[config.mk]
export PLATFORM = sky130hd
export DESIGN_NAME = window_scheduler
export DESIGN_NICKNAME = d
export VERILOG_FILES = /design/src/rtl/wsched_pkg.sv /design/src/rtl/wsched_delay.sv /design/src/rtl/window_scheduler.sv
export SDC_FILE = /design/constraint.sdc
export NUM_CORES = 1
export LEC_CHECK = 0
export BUFFER_PORTS_ARGS = -buffer_cell sky130_fd_sc_hd__buf_2
export CORE_MARGIN = 10
export CORE_UTILIZATION = 35
export CTS_CLUSTER_SIZE = 28
export DETAILED_ROUTE_END_ITERATION = 12
export MAX_ROUTING_LAYER = met4
export PLACE_DENSITY = 0.48
export SETUP_SLACK_MARGIN = 0.3
export SKIP_LAST_GASP = 1
export SLEW_MARGIN = 20
export SYNTH_ARGS = -nofsm -noshare
export SYNTH_HDL_FRONTEND = slang
export SYNTH_HIERARCHICAL = 1
export SYNTH_SLANG_ARGS = --single-unit
[constraint.sdc]
create_clock -name clk -period 5.1 [get_ports clk]
set_input_delay 0.51 -clock clk [delete_from_list [all_inputs] [get_ports clk]]
set_output_delay 0.51 -clock clk [all_outputs]
set_load 0.03 [all_outputs]
[src/rtl/wsched_pkg.sv]
// rtl/wsched_pkg.sv - shared state type, defaults and width helpers for window_scheduler
package wsched_pkg;

  typedef enum logic [1:0] {IDLE, PRIME, RUN, FLUSH} wsched_state_e;

  localparam int DEF_PIC_WIDTH  = 320;
  localparam int DEF_PIC_HEIGHT = 240;
  localparam int DEF_ENG_LAT    = 2;

  // Counter width for a range of n values; never narrower than one bit.
  function automatic int cnt_w(input int n);
    return (n > 1) ? $clog2(n) : 1;
  endfunction

  localparam int DEF_COL_W = cnt_w(DEF_PIC_WIDTH);
  localparam int DEF_ROW_W = cnt_w(DEF_PIC_HEIGHT);

endpackage

[src/rtl/wsched_delay.sv]
// rtl/wsched_delay.sv - DEPTH-stage sideband shift register, async reset plus synchronous clear
module wsched_delay #(
  parameter int DEPTH = 2,
  parameter int W     = 3
) (
  input  logic         clk,
  input  logic         rst_n,
  input  logic         clr,
  input  logic [W-1:0] din,
  output logic [W-1:0] dout
);

  logic [W-1:0] sr [DEPTH];

  always_ff @(posedge clk or negedge rst_n) begin
    if (!rst_n) begin
      for (int i = 0; i < DEPTH; i++) sr[i] <= '0;
    end else if (clr) begin
      for (int i = 0; i < DEPTH; i++) sr[i] <= '0;
    end else begin
      sr[0] <= din;
      for (int i = 1; i < DEPTH; i++) sr[i] <= sr[i-1];
    end
  end

  assign dout = sr[DEPTH-1];

endmodule

[src/rtl/window_scheduler.sv]
// rtl/window_scheduler.sv - frame/line sequencer for the 3x3 window engine; WSCHED_BORDER_EN also emits border pixels
module window_scheduler
  import wsched_pkg::*;
#(
  parameter int PIC_WIDTH  = DEF_PIC_WIDTH,
  parameter int PIC_HEIGHT = DEF_PIC_HEIGHT,
  parameter int ENG_LAT    = DEF_ENG_LAT,
  localparam int CW        = cnt_w(PIC_WIDTH)
) (
  input  logic          clk,
  input  logic          rst_n,
  input  logic          s_valid,
  output logic          s_ready,
  input  logic          s_sof,
  input  logic          s_eol,
  output logic          lb_wr_en,
  output logic [CW-1:0] lb_addr,
  output logic          lb_rot,
  output logic          eng_valid,
  output logic          eng_border,
  output logic          m_valid,
  output logic          m_sof,
  output logic          m_eol,
  output logic          m_border,
  output logic          frame_done,
  output logic          err_len
);

  localparam int RW = cnt_w(PIC_HEIGHT);
  localparam int FW = cnt_w(ENG_LAT);
  localparam logic [CW-1:0] COL_LAST    = CW'(PIC_WIDTH - 1);
  localparam logic [CW-1:0] COL_BORDER  = CW'(2);
  localparam logic [RW-1:0] ROW_LAST    = RW'(PIC_HEIGHT - 1);
  localparam logic [RW-1:0] ROW_RUN     = RW'(2);
  localparam logic [RW-1:0] ROW_PRIME_1 = RW'(1);
  localparam logic [FW-1:0] FLUSH_LAST  = FW'(ENG_LAT - 1);
`ifdef WSCHED_BORDER_EN
  localparam logic [CW-1:0] SOF_COL = '0;
  localparam int DW = 4;
`else
  localparam logic [CW-1:0] SOF_COL = CW'(2);
  localparam int DW = 3;
`endif

  wsched_state_e state, state_nx;
  logic [CW-1:0] col, eff_col;
  logic [RW-1:0] row, eff_row;
  logic [FW-1:0] flush_cnt;
  logic          accept, take, restart, at_last_col, line_end, frame_end, len_err;
  logic          sof_tag, eol_tag;
  logic [DW-1:0] dly_in, dly_out;

  assign s_ready = (state != FLUSH);
  assign accept  = s_valid && s_ready;
  // Pixels seen in IDLE are only kept once a start-of-frame arrives.
  assign take    = accept && (s_sof || state != IDLE);
  assign restart = accept && s_sof && (state == PRIME || state == RUN);

  // An accepted sof always lands at row0/col0, whatever the counters held.
  assign eff_col     = s_sof ? '0 : col;
  assign eff_row     = s_sof ? '0 : row;
  assign at_last_col = (eff_col == COL_LAST);
  assign line_end    = s_eol || at_last_col;
  assign frame_end   = line_end && (eff_row == ROW_LAST);
  assign len_err     = (s_eol != at_last_col);

  always_ff @(posedge clk or negedge rst_n) begin
    if (!rst_n) state <= IDLE;
    else        state <= state_nx;
  end

  always_comb begin
    state_nx = state;
    if (state == FLUSH) begin
      if (flush_cnt == FLUSH_LAST) state_nx = IDLE;
    end else if (take) begin
      if (frame_end)
        state_nx = FLUSH;
      else if (eff_row >= ROW_RUN || (line_end && eff_row == ROW_PRIME_1))
        state_nx = RUN;
      else
        state_nx = PRIME;
    end
  end

  always_ff @(posedge clk or negedge rst_n) begin
    if (!rst_n) begin
      col        <= '0;
      row        <= '0;
      flush_cnt  <= '0;
      lb_wr_en   <= 1'b0;
      lb_addr    <= '0;
      lb_rot     <= 1'b0;
      eng_valid  <= 1'b0;
      eng_border <= 1'b0;
      sof_tag    <= 1'b0;
      eol_tag    <= 1'b0;
      err_len    <= 1'b0;
      frame_done <= 1'b0;
    end else begin
      lb_wr_en   <= take;
      lb_rot     <= take && line_end;
      eng_valid  <= take && (eff_row >= ROW_RUN);
      eng_border <= take && (eff_row >= ROW_RUN) && (eff_col < COL_BORDER);
      sof_tag    <= take && (eff_row == ROW_RUN) && (eff_col == SOF_COL);
      eol_tag    <= take && (eff_row >= ROW_RUN) && at_last_col;
      err_len    <= restart || (take && len_err);
      frame_done <= (state == FLUSH) && (flush_cnt == FLUSH_LAST);
      flush_cnt  <= (state == FLUSH) ? flush_cnt + 1'b1 : '0;
      if (take) begin
        lb_addr <= eff_col;
        // A missing eol at the last column still wraps, so the next pixel resyncs to col0.
        if (line_end) begin
          col <= '0;
          row <= frame_end ? '0 : eff_row + 1'b1;
        end else begin
          col <= eff_col + 1'b1;
          row <= eff_row;
        end
      end
    end
  end

`ifdef WSCHED_BORDER_EN
  assign dly_in = {eng_border, eng_valid, sof_tag, eol_tag};
  assign {m_border, m_valid, m_sof, m_eol} = dly_out;
`else
  assign dly_in = {eng_valid && !eng_border, sof_tag, eol_tag};
  assign {m_valid, m_sof, m_eol} = dly_out;
  assign m_border = 1'b0;
`endif

  wsched_delay #(
    .DEPTH (ENG_LAT),
    .W     (DW)
  ) u_delay (
    .clk   (clk),
    .rst_n (rst_n),
    .clr   (restart),
    .din   (dly_in),
    .dout  (dly_out)
  );

endmodule
### Word level (Yosys, flattened, before mapping)

Cells that the tools add are included.

* input bits: 5
* flip-flop bits (word level): 43

* $add $sub $neg: 3
* magnitude comparators: 2
* eq/ne operators: 11
* muxes and demuxes: 12
* reduce and logical (&&, ||, !) cells: 24

Operators by type and width (count)
* $mux W8: 3
* $mux W9: 2
* $logic_and A1 B1 Y1: 15
* $mux W2: 5
* $add A9 B1 Y9 const B: 1
* $eq A9 B2 Y1 const B: 1
* $eq A9 B9 Y1 const B: 1
* $lt A9 B2 Y1 const B: 1
* $add A8 B1 Y8 const B: 1
* $eq A8 B1 Y1 const B: 1
* $eq A8 B2 Y1 const B: 1
* $eq A8 B8 Y1 const B: 1
* $ge A8 B2 Y1 const B: 1
* $mux W6: 1
* $logic_or A1 B1 Y1: 5
* $eq A2 B2 Y1 const B: 2
* $ne A2 B2 Y1 const B: 2
* $reduce_bool A2 Y1: 2
* $eq A2 B1 Y1 const B: 1
* $reduce_and A2 Y1: 1
* $add A1 B1 Y1 const B: 1
* $logic_not A1 Y1: 1
* $mux W1: 1
* $ne A1 B1 Y1: 1

### Longest topological paths before layout

Gate-level depths: netlist of the first run.

* depth after elaboration: 9
* gate-level depth with buffers: 12
* gate-level depth less buffers: 11

### By module

Netlist of the first run, hierarchy kept.

By module, submodules not included
* window_scheduler: instances 1, cells each 213, area an instance 2037.0 µm²
* wsched_delay: instances 1, cells each 15, area an instance 210.2 µm²

### Worst setup path before layout of the first run

OpenSTA, ideal clock, no wires.

* kind: input -> register
* start: in s_sof
* end: reg row[5]
* arrival time: 2.998 ns
* stages on the path: 12
* path buffers: 2
* slack: 1.978 ns
* cells stage by stage: buf_2 > clkbuf_1 > nor2_1 > ha_1 > and3_1 > and3_1 > o211ai_1 > ha_1 > nand2b_1 > or3_1 > nor4bb_1 > a211o_1

* cells in the longest elaborated chain, start to end: 6
* elaborated cells on any way between the ends: 11
* classes of those cells: add/sub: 1; eq/ne: 2; mux: 4; reduce/logical: 4

RTL lines
* from (decl): line window_scheduler.sv:14 `input logic s_sof,`
* $mux W9 (*): line window_scheduler.sv:60 `assign eff_col = s_sof ? '0 : col;`
* net eff_col[1]: line window_scheduler.sv:46 `logic [CW-1:0] col, eff_col;`
* $eq A9 B9 Y1 (*): line window_scheduler.sv:62 `assign at_last_col = (eff_col == COL_LAST);`
* $logic_or A1 B1 Y1 (*): line window_scheduler.sv:63 `assign line_end = s_eol || at_last_col;`
* $logic_and A1 B1 Y1: line window_scheduler.sv:64 `assign frame_end = line_end && (eff_row == ROW_LAST);`
* $mux W8: line window_scheduler.sv:115 `row <= frame_end ? '0 : eff_row + 1'b1;`
* $mux W8 (*): line window_scheduler.sv:113 `if (line_end) begin`
* to (signal assigned): line window_scheduler.sv:115
* to (signal assigned): line window_scheduler.sv:118 `row <= eff_row;`
* to (decl): line window_scheduler.sv:47 `logic [RW-1:0] row, eff_row;`

The timed path passes the listed nets; every way through them passes the cells marked *.
A chain may end at the register's enable or synchronous reset.

### Worst setup path in the final report of the first run

* start: reg col[1]
* end: reg row[5]

* cells in the longest elaborated chain, start to end: 6

RTL lines
* from (decl): line window_scheduler.sv:46
* from (signal assigned): line window_scheduler.sv:117 `col <= eff_col + 1'b1;`
* $mux W9 (*): line window_scheduler.sv:60
* net eff_col[1]: line window_scheduler.sv:46
* $eq A9 B9 Y1 (*): line window_scheduler.sv:62
* $logic_or A1 B1 Y1 (*): line window_scheduler.sv:63
* $logic_and A1 B1 Y1: line window_scheduler.sv:64
* $mux W8: line window_scheduler.sv:115
* $mux W8 (*): line window_scheduler.sv:113

Marks and branches as above.

==> results of run 1 <==
sequential cells by signal (all words and copies together), names as in the netlist:
register,count
col,9
eng_border,1
eng_valid,1
eol_tag,1
err_len,1
flush_cnt,1
frame_done,1
lb_addr,9
lb_rot,1
lb_wr_en,1
row,8
sof_tag,1
state,2
u_delay/dout,3
u_delay/sr,3
worst register-to-register path, cell delays in order (launching register included):
cell      delay (ps)
dfrtp_1          380
inv_1             80
nor2_1           180
ha_1             230
and3_1           230
and3_1           240
o211ai_1         180
ha_1             420
nand2b_1         300
nor4_4           480
nor4bb_1         110
a211o_1          280
area by class of cell:
class | count | area, um^2 | area share [%]
Clock buffer | 5 | 68.8 | 2.76
Clock inverter | 3 | 43.8 | 1.76
Inverter | 11 | 41.3 | 1.66
Multi-Input combinational cell | 159 | 1040 | 41.8
Sequential cell | 43 | 1080 | 43.2
Tap cell | 77 | 96.3 | 3.87
Timing Repair Buffer | 24 | 125 | 5.02
metal layers:
layer  vias up  GRT usage [%]  share of wire (%)  wire length, um
met5         -              -                  0                0
met4         0           3.91               0.58               29
met3         2           2.82                3.9              194
met2        20           15.6                 47             2370
met1       789           13.6                 48             2430
li1        837              -                  -                -
final timing paths:
check,end,slack (ps),cells after the start
worst max-delay path,row[5],1880,11
worst max register to register,row[5],1880,11
min in group clk,flush_cnt,420,1
max in group asynchronous,state[1],4520,1
worst min register to register,flush_cnt,420,1
worst min-delay path,u_delay/dout[1],200,1
power by group through the flow:
stage,Sequential [mW],Combinational (mW),Clock (mW)
floorplan,0.457,0.180,0
global placement,0.434,0.282,0
detailed placement,0.435,0.278,0
CTS,0.428,0.279,0.281
global route,0.435,0.307,0.295
finish,0.427,0.273,0.271
cell families (layout without fill, tap and decap cells):
family	Yosys count	after routing	synth area share (%)
AOI/OAI and AO/OA	49	49	14.0
buffers and inverters	26	43	5.79
muxes	2	2	1.00
and+or+nand+nor	97	97	25.8
xor gates and xnor gates	1	1	0.390
DFF	43	43	47.9
other	1	1	0.167
adders and majority gates	9	9	5.01
layout by cell type, fill, tap and decap left out, drive strengths merged, types with 3 or more instances in the layout:
| master | synthesis | layout |
|---|---|---|
| o21ai | 23 | 23 |
| nor3b | 3 | 3 |
| buf | 11 | 24 |
| nand3 | 9 | 9 |
| dfrtp | 43 | 43 |
| nor2 | 10 | 10 |
| and3 | 3 | 3 |
| a22o | 4 | 4 |
| a21oi | 6 | 6 |
| nor2b | 11 | 11 |
| clkbuf | 4 | 5 |
| nand4 | 3 | 3 |
| nor4 | 5 | 5 |
| ha | 9 | 9 |
| nand2 | 20 | 20 |
| nor3 | 5 | 5 |
| nand2b | 13 | 13 |
| inv | 11 | 11 |
| o31ai | 4 | 4 |
| or4 | 3 | 3 |
metrics by stage:
step	cell area, um^2	worst slack [ps]	instances	hold WS [ps]
5_1_grt	2490	1560	322	236
3_5_place_dp	2380	1670	314	413
2_1_floorplan	2250	1980	228	214
6_report	2490	1880	322	202
4_1_cts	2490	1900	322	397
3_3_place_gp	2380	1730	314	416
==> qor.yml, run 1 <==
outcome: "completed"
max_freq_mhz: 311
fin_skew_ps: 5.04
synthDistinctLibCells: 49
slew_violations: 0
drt-vias-per-instance: 5.12
critPathLaunch: "col[1]"
cts.sinks: 43
vias: 1648
combPwrFrac_pct: 28.1
end_kind: "flip-flop"
postSynth.asyncResetShare_pct: 100
clk_latency_ps: 290
numCtsBuffers: 5
synth.avg_cell_area_um2: 9.86
diodes: 0
rsz0062_at_grt: "no"
wl_per_cell_um: 15.6
startpoint_type: "flip-flop"
p_int_mw: 0.626
worst_pin_slew_ps: 557
initial_core_util_pct: 35.8
cts_max_path_buffers: 2
rows: 29
synth-edff-count: 0
worstPathMaxFanout: 14
p_per_area_mw_per_mm2: 389
cts_tree: "built"
io_pins: 25
holdCritPathClass: "in2async"
n_fill_cell: 653
peakVddDrop_mv: 0.177
gr-total-overflow: 0
setup_viol: 0
grt_pass1_vias: 1634
p_seq_share_pct: 44.0
ys_warn_count: 6
wl_um: 5020
yosys-top-cells-area: "dfrtp_1 (48%), ha_1 (5.0%), o21ai_0 (4.2%)"
core_area_mm2: 0.00628
total_power_mw: 0.971
gp_congestion: 0.785
htree_levels: 2
synth_common_cells: "dfrtp_1 (43), nand2_1 (20), o21ai_0 (19), nand2b_1 (12), nor2b_1 (11)"
path_buf_inv: 1
grt_pass1_wl_um: 8390
slowest_stage: "nor4_4"
ctsResizeCount: 0
timing.final.crit_share_pct: 63.1
cts_hold_buf: 0
yosysSeqAreaShare_pct: 47.9
detail_route.iter0.violations: 65
worst_ep_arrival_time_ps: 3400
p_sw_share_pct: 35.5
crit_path_max_incr_delay_ps: 480
fin_setup_tns_ps: 0
hold_viol: 0
drive_gt1_share_pct: 16.3
p_clk_share_pct: 27.9
synth_nets: 242
antenna_found_initial: 0
yosysTopAreaCell: "dfrtp_1"
dp_hpwl_um: 3470
synth-main-ff-cell: "dfrtp_1"
post_cts_buffers: 0
required_ps: 5280
slew_headroom_pct: 62.9
crit_type: "reg2reg"
syn_area_mm2: 0.00225
switchingPower_mw: 0.344
grt_usage_pct: 10.6
period_needed_ps: 3220
utilization_pct: 39.7
r2r_start: "col[1]"
cts_root_buffer: "clkbuf_8"
synth_most_common_cell: "dfrtp_1"
area_growth_pct: 10.9
path_delay_family: "simple AND/OR/NAND/NOR gates"
leakage_nw: 1.22
cap_viol_max_count: 0
port_buffers: 23
nets: 258
die_height_um: 100
synth_top_area_share_pct: 47.9
synthCells: 228
path_clk_slew_ps: 90
dr.pass1.iters: 5
grt_start_max_net_pins: 44
ys_seq_elements: 43
postRouteAntennaNets: 0
cp_cell_sequence: "inv_1, nor2_1, ha_1, and3_1, and3_1, o211ai_1, ha_1, nand2b_1, nor4_4, nor4bb_1, a211o_1"
die_x_um: 100
die_area_mm2: 0.0100
drc: 0
Note: power is estimated with default switching activity, not from simulation.
==> run 2, diff against run 1 <==
==> constraint.sdc (replaced) <==
create_clock -name clk -period 3.1 [get_ports clk]
set_input_delay 0.31 -clock clk [delete_from_list [all_inputs] [get_ports clk]]
set_output_delay 0.31 -clock clk [all_outputs]
set_load 0.03 [all_outputs]
==> run 2 against run 1 <==
Total power rose by 69%. Cell area rose by 3.5%. Largest power group unchanged. Clock power rose by 67%. Flip-flop and latch count did not move. Clock-buffer cell count rose by 1. Critical endpoint unchanged. Worst hold slack got worse by 190 ps. Cell count rose by 1.9%. Via count rose by 2.3%. Setup slack got worse by 1400 ps. Critical path depth did not move. Highest routed layer unchanged. Core utilization rose by 1.4 points. Wire length rose by 0.78%.
==> qor.yml, run 2 (same netlist as run 1, synthesis figures left out) <==
outcome: "completed"  # unchanged
use_met1_pct: 13.0  # was 13.6%
path_clk_slew_ps: 80  # was 90 ps
grt_usage_pct: 10.7  # was 10.6%
clk_latency_ps: 290  # about the same
fin_skew_ps: 6.26  # was 5.04 ps
grt_pass1_vias: 1668  # was 1634
postRouteAntennaNets: 0  # unchanged
hold_viol: 0  # unchanged
detail_route.iter0.violations: 89  # was 65
antenna_found_initial: 0  # unchanged
wl_per_cell_um: 15.4  # was 15.6 um
hold_ws_ps: 9.30  # was 202 ps
p_per_area_mw_per_mm2: 635  # was 389 mW/mm^2
holdCritPathClass: "in2async"  # unchanged
final_cell_mix: "dfrtp_1 (43), buf_2 (22), nand2_1 (20)"  # unchanged
worstPathMaxFanout: 4  # was 14
fin_setup_tns_ps: 0  # unchanged
slew_headroom_pct: 63.2  # was 62.9%
peakVddDrop_mv: 0.257  # was 0.177 mV
port_buffers: 23  # unchanged
io_pins: 25  # unchanged
area_growth_pct: 14.8  # was 10.9%
required_ps: 3280  # was 5280 ps
path_delay_family: "simple AND/OR/NAND/NOR gates"  # unchanged
fin_ws_ps: 455  # was 1880 ps
dr.pass1.iters: 4  # was 5
timing.final.crit_share_pct: 85.3  # was 63.1%
crit_path_max_incr_delay_ps: 380  # was 480 ps
dp_hpwl_um: 3570  # was 3470 um
vias: 1686  # was 1648
slowest_stage: "dfrtp_1"  # was nor4_4
reg_top3: "col (9), lb_addr (9), row (8)"  # unchanged
startpoint_type: "flip-flop"  # unchanged
diodes: 0  # unchanged
utilization_pct: 41.1  # was 39.7%
cp_cell_sequence: "nand2b_1, inv_1, ha_4, and3_2, and3_4, o211ai_1, ha_2, nand2b_4, or3_1, nor4bb_1, a211o_1"  # was inv_1, nor2_1, ha_1, and3_1, and3_1, o211ai_1, ha_1, nand2b_1, nor4_4, nor4bb_1, a211o_1
gr-total-overflow: 0  # unchanged
rows: 29  # unchanged
htree_levels: 2  # unchanged
drive_gt1_share_pct: 21.5  # was 16.3%
final_common_cell: "dfrtp_1"  # unchanged
die_x_um: 100  # unchanged
slew_violations: 0  # unchanged
nets: 264  # was 258
end_kind: "flip-flop"  # unchanged
grt_pass1_wl_um: 8560  # was 8390 um
cap_viol_max_count: 0  # unchanged
post-place-ws_ps: 138  # was 1670 ps
worst_pin_slew_ps: 552  # was 557 ps
grt_busiest_layer: "met2"  # unchanged
gp_congestion: 0.798  # was 0.785
grt_start_max_net_pins: 44  # unchanged
path_buf_inv: 1  # unchanged
numCtsBuffers: 5  # unchanged
drc: 0  # unchanged
period_needed_ps: 2640  # was 3220 ps
die_height_um: 100  # unchanged
wl_um: 5060  # was 5020 um
setup_viol: 0  # unchanged
cts_max_path_buffers: 2  # unchanged
cts_tree: "built"  # unchanged
core_area_mm2: 0.00628  # unchanged
cts.sinks: 43  # unchanged
globalRouteMet3Util_pct: 2.95  # was 2.82%
initial_core_util_pct: 35.8  # unchanged
dpl_cell_area_mm2: 0.00241  # was 0.00238 mm^2
n_fill_cell: 642  # was 653
die_area_mm2: 0.0100  # unchanged
leakage_nw: 1.24  # was 1.22 nW
drt-vias-per-instance: 5.14  # was 5.12
grt_util_met2_pct: 17.1  # was 15.6%
fin_area_mm2: 0.00258  # was 0.00249 mm^2
cts_root_buffer: "clkbuf_8"  # unchanged
worst_ep_arrival_time_ps: 2820  # was 3400 ps
rsz0062_at_grt: "no"  # unchanged
max_freq_mhz: 378  # was 311 MHz
crit_type: "reg2reg"  # unchanged
-- run 2: changes by cell type in the layout (fill, tap and decap cells not counted), sizes merged --
cell    previous run  this run
buf               24        30
clkbuf             5         6
clkinv             2         1
-- run 2: cell type report --
| type | count | area [um^2] | share of cell area (%) |
|---|---|---|---|
| inverters | 11 | 41.3 | 1.60 |
| multi-input cells | 159 | 1080 | 41.8 |
| clock inverters | 2 | 35.0 | 1.36 |
| flip-flops and latches | 43 | 1080 | 41.7 |
| well taps | 77 | 96.3 | 3.74 |
| clock buffers | 6 | 82.6 | 3.20 |
| repair buffers | 30 | 170 | 6.60 |
-- run 2: worst register-to-register path: cells and delay by family (launching register included) --
family                   cells  cell delay, ps
AND/OR/NAND/NOR              6            1250
AO/OA/AOI/OAI                2             410
adder cells (fa/ha/maj)      2             380
buffers and inverters        1             120
flip-flops                   1             380
-- run 2: final timing paths --
kind | from | to | slack, ps | cells after the start
setup / recovery | col[0] | row[5] | 460 | 11
hold / removal | rst_n | u_delay/sr[3] | 9 | 1
min in group clk | flush_cnt | flush_cnt | 420 | 1
setup reg to reg | col[0] | row[5] | 460 | 11
hold reg to reg | flush_cnt | flush_cnt | 420 | 1
max in group asynchronous | rst_n | lb_addr[1] | 2720 | 1
-- run 2: layer usage --
layer	vias to the layer above	wire length, um
met3	4	220
met2	24	2450
met5	-	0
li1	843	-
met4	0	36
met1	815	2350
-- run 2: where the power goes --
group | leakage, nW | total [mW] | switching, mW | internal (mW)
logic | 0.600 | 0.479 | 0.313 | 0.165
registers | 0.583 | 0.705 | 0.0638 | 0.641
clock network | 0.0612 | 0.453 | 0.192 | 0.261
-- run 2: what timing repair did --
action                                  CTS  global route
resized for setup                         0             7
hold buffers                              0             0
buffers inserted                          0             3
cloned                                    0             0
pin swaps                                 1             1
endpoints found under the setup margin    1             9
-- run 2: stage by stage --
stage	cells	power, mW
floorplan	228	1.06
global placement	317	1.19
detailed placement	317	1.19
CTS	325	1.65
global route	328	1.75
finish	328	1.64
==> run 3, diff against run 2 <==
==> constraint.sdc (replaced) <==
create_clock -name clk -period 3.1 [get_ports clk]
set_input_delay 0.155 -clock clk [delete_from_list [all_inputs] [get_ports clk]]
set_output_delay 0.155 -clock clk [all_outputs]
set_load 0.03 [all_outputs]
==> run 3 against run 2 <==
Setup slack improved by 37 ps. Critical path depth unchanged. Via count up 0.12%. Largest cell class unchanged. Worst hold slack better by 300 ps. Wire length is 0.51% lower. Clock-buffer cell count decreased by 1. Highest routed layer unchanged. Total power down 5.4%. Sequential power hardly changed. Sequential share of layout area increased by 0.061 points.
==> qor.yml, run 3 (same netlist as run 1, synthesis figures left out) <==
outcome: "completed"  # unchanged
drive_gt1_share_pct: 21.4  # was 21.5%
timing.final.crit_share_pct: 84.1  # was 85.3%
p_per_area_mw_per_mm2: 601  # was 635 mW/mm^2
wl_met2_um: 2500  # was 2450 um
rsz0062_at_grt: "no"  # unchanged
htree_levels: 2  # unchanged
slew_violations: 0  # unchanged
period_needed_ps: 2610  # was 2640 ps
area_growth_pct: 14.6  # was 14.8%
leakage_nw: 1.23  # was 1.24 nW
dr_wl_met3_um: 206  # was 220 um
startpoint_type: "flip-flop"  # unchanged
io_pins: 25  # unchanged
clk_latency_ps: 290  # about the same
min_from: "s_valid"
hold_viol: 0  # unchanged
ff2ff_setup_slack_ps: 490  # was 460 ps
hold_ws_ps: 306  # was 9.30 ps
cts_max_path_buffers: 2  # unchanged
final_cell_mix: "dfrtp_1 (43), buf_2 (22), nand2_1 (20)"  # unchanged
die_x_um: 100  # unchanged
worst_ep_arrival_time_ps: 2790  # was 2820 ps
r2r_end: "row[5]"  # unchanged
grt_usage_pct: 10.7  # about the same
postRouteAntennaNets: 0  # unchanged
slew_headroom_pct: 62.7  # was 63.2%
initial_core_util_pct: 35.8  # unchanged
detail_route.iter0.violations: 59  # was 89
nets: 265  # was 264
setup_viol: 0  # unchanged
grt_pass1_vias: 1648  # was 1668
register_area_mm2: 0.00108  # unchanged
crit_type: "reg2reg"  # unchanged
dp_hpwl_um: 3430  # was 3570 um
die_height_um: 100  # unchanged
hold_path_depth: 4
gr-total-overflow: 0  # unchanged
core_area_mm2: 0.00628  # unchanged
cts.sinks: 43  # unchanged
cts_root_buffer: "clkbuf_8"  # unchanged
cts_tree: "built"  # unchanged
worst_pin_slew_ps: 560  # was 552 ps
gp_congestion: 0.797  # was 0.798
antenna_found_initial: 1  # was 0
drt-vias-per-instance: 5.12  # was 5.14
required_ps: 3290  # was 3280 ps
fin_setup_tns_ps: 0  # unchanged
top_layer: "met4"  # unchanged
reg_top3: "col (9), lb_addr (9), row (8)"  # unchanged
r2r_start: "col[1]"  # was col[0]
numCtsBuffers: 5  # unchanged
dr.pass1.iters: 4  # unchanged
fin_skew_ps: 5.75  # was 6.26 ps
worstPathMaxFanout: 4  # unchanged
vias: 1688  # was 1686
wl_per_cell_um: 15.2  # was 15.4 um
grt_pass1_wl_um: 8490  # was 8560 um
rows: 29  # unchanged
multi_input_area_mm2: 0.00109  # was 0.00108 mm^2
drc: 0  # unchanged
wl_um: 5030  # was 5060 um
end_kind: "flip-flop"  # unchanged
holdCritPathClass: "in2reg"  # was in2async
total_power_mw: 1.55  # was 1.64 mW
grt_start_max_net_pins: 44  # unchanged
die_area_mm2: 0.0100  # unchanged
cap_viol_max_count: 0  # unchanged
reg2regPathDepth: 11  # unchanged
hold_end: "row[7]"
n_fill_cell: 621  # was 642
max_freq_mhz: 383  # was 378 MHz
path_clk_slew_ps: 90  # was 80 ps
port_buffers: 23  # unchanged
peakVddDrop_mv: 0.227  # was 0.257 mV
wl_met1_um: 2270  # was 2350 um
final_common_cell: "dfrtp_1"  # unchanged
-- run 3: changes by cell type in the layout (fill, tap and decap cells not counted), sizes merged --
cell,before,now
clkinvlp,0,2
bufinv,1,0
clkbuf,6,5
clkinv,1,0
diode,0,1
dlygate4sd3,0,1
inv,11,12
-- run 3: repair_timing --
| action | in CTS | in global routing |
|---|---|---|
| hold buffers | 0 | 1 |
| gates resized for setup | 5 | 7 |
| setup endpoints to repair | 2 | 8 |
| endpoints found under the hold margin | 0 | 43 |
| pin swaps | 0 | 2 |
| buffers inserted | 0 | 2 |
-- run 3: routing by layer --
layer | up-vias | global-route usage (%)
li1 | 846 | -
met1 | 816 | 12.1
met2 | 20 | 17.3
met3 | 6 | 3.23
met4 | 0 | 4.57
met5 | - | -
-- run 3: worst max-delay path, cell delays in order, from the launching register on --
cell      delay [ps]
dfrtp_1          370
inv_1             90
nor2_4           140
ha_4             160
and3_4           200
and3_4           200
o211ai_1         130
ha_2             230
nand2b_4         160
or3_4            390
nor4bb_1         150
a211o_1          270
-- run 3: worst max-delay path by stage --
| stage | start | end | slack [ps] | cells after the start |
|---|---|---|---|---|
| 2_1_floorplan | s_sof | row[5] | 330 | 12 |
| 3_3_place_gp | col[1] | row[5] | 280 | 11 |
| 3_5_place_dp | col[1] | row[5] | 210 | 11 |
| 4_1_cts | col[1] | row[5] | 310 | 11 |
| 5_1_grt | col[1] | row[5] | 320 | 11 |
| 6_report | col[1] | row[5] | 490 | 11 |
-- run 3: layout make-up --
class | count | area share, %
clock buffers | 5 | 2.67
multi-input cells | 159 | 42.2
repair buffers | 31 | 7.00
diodes | 1 | 0.0972
clock inverters | 3 | 0.923
flip-flops and latches | 43 | 41.8
well taps | 77 | 3.74
inverters | 11 | 1.60
-- run 3: metrics by stage --
stage	std cells	utilization [%]	area (um^2)	setup WS, ps
2_1_floorplan	228	-	2250	333
3_5_place_dp	318	38.3	2410	211
3_3_place_gp	318	38.3	2410	276
4_1_cts	326	40.1	2510	312
5_1_grt	330	41.0	2570	324
6_report	330	41.0	2570	492
-- run 3: report_power, final --
group / switching, mW / internal [mW] / leakage [nW] / total [mW]
clock: 0.211 / 0.161 / 0.0408 / 0.373
combinational: 0.311 / 0.164 / 0.604 / 0.474
sequential: 0.0609 / 0.641 / 0.583 / 0.702
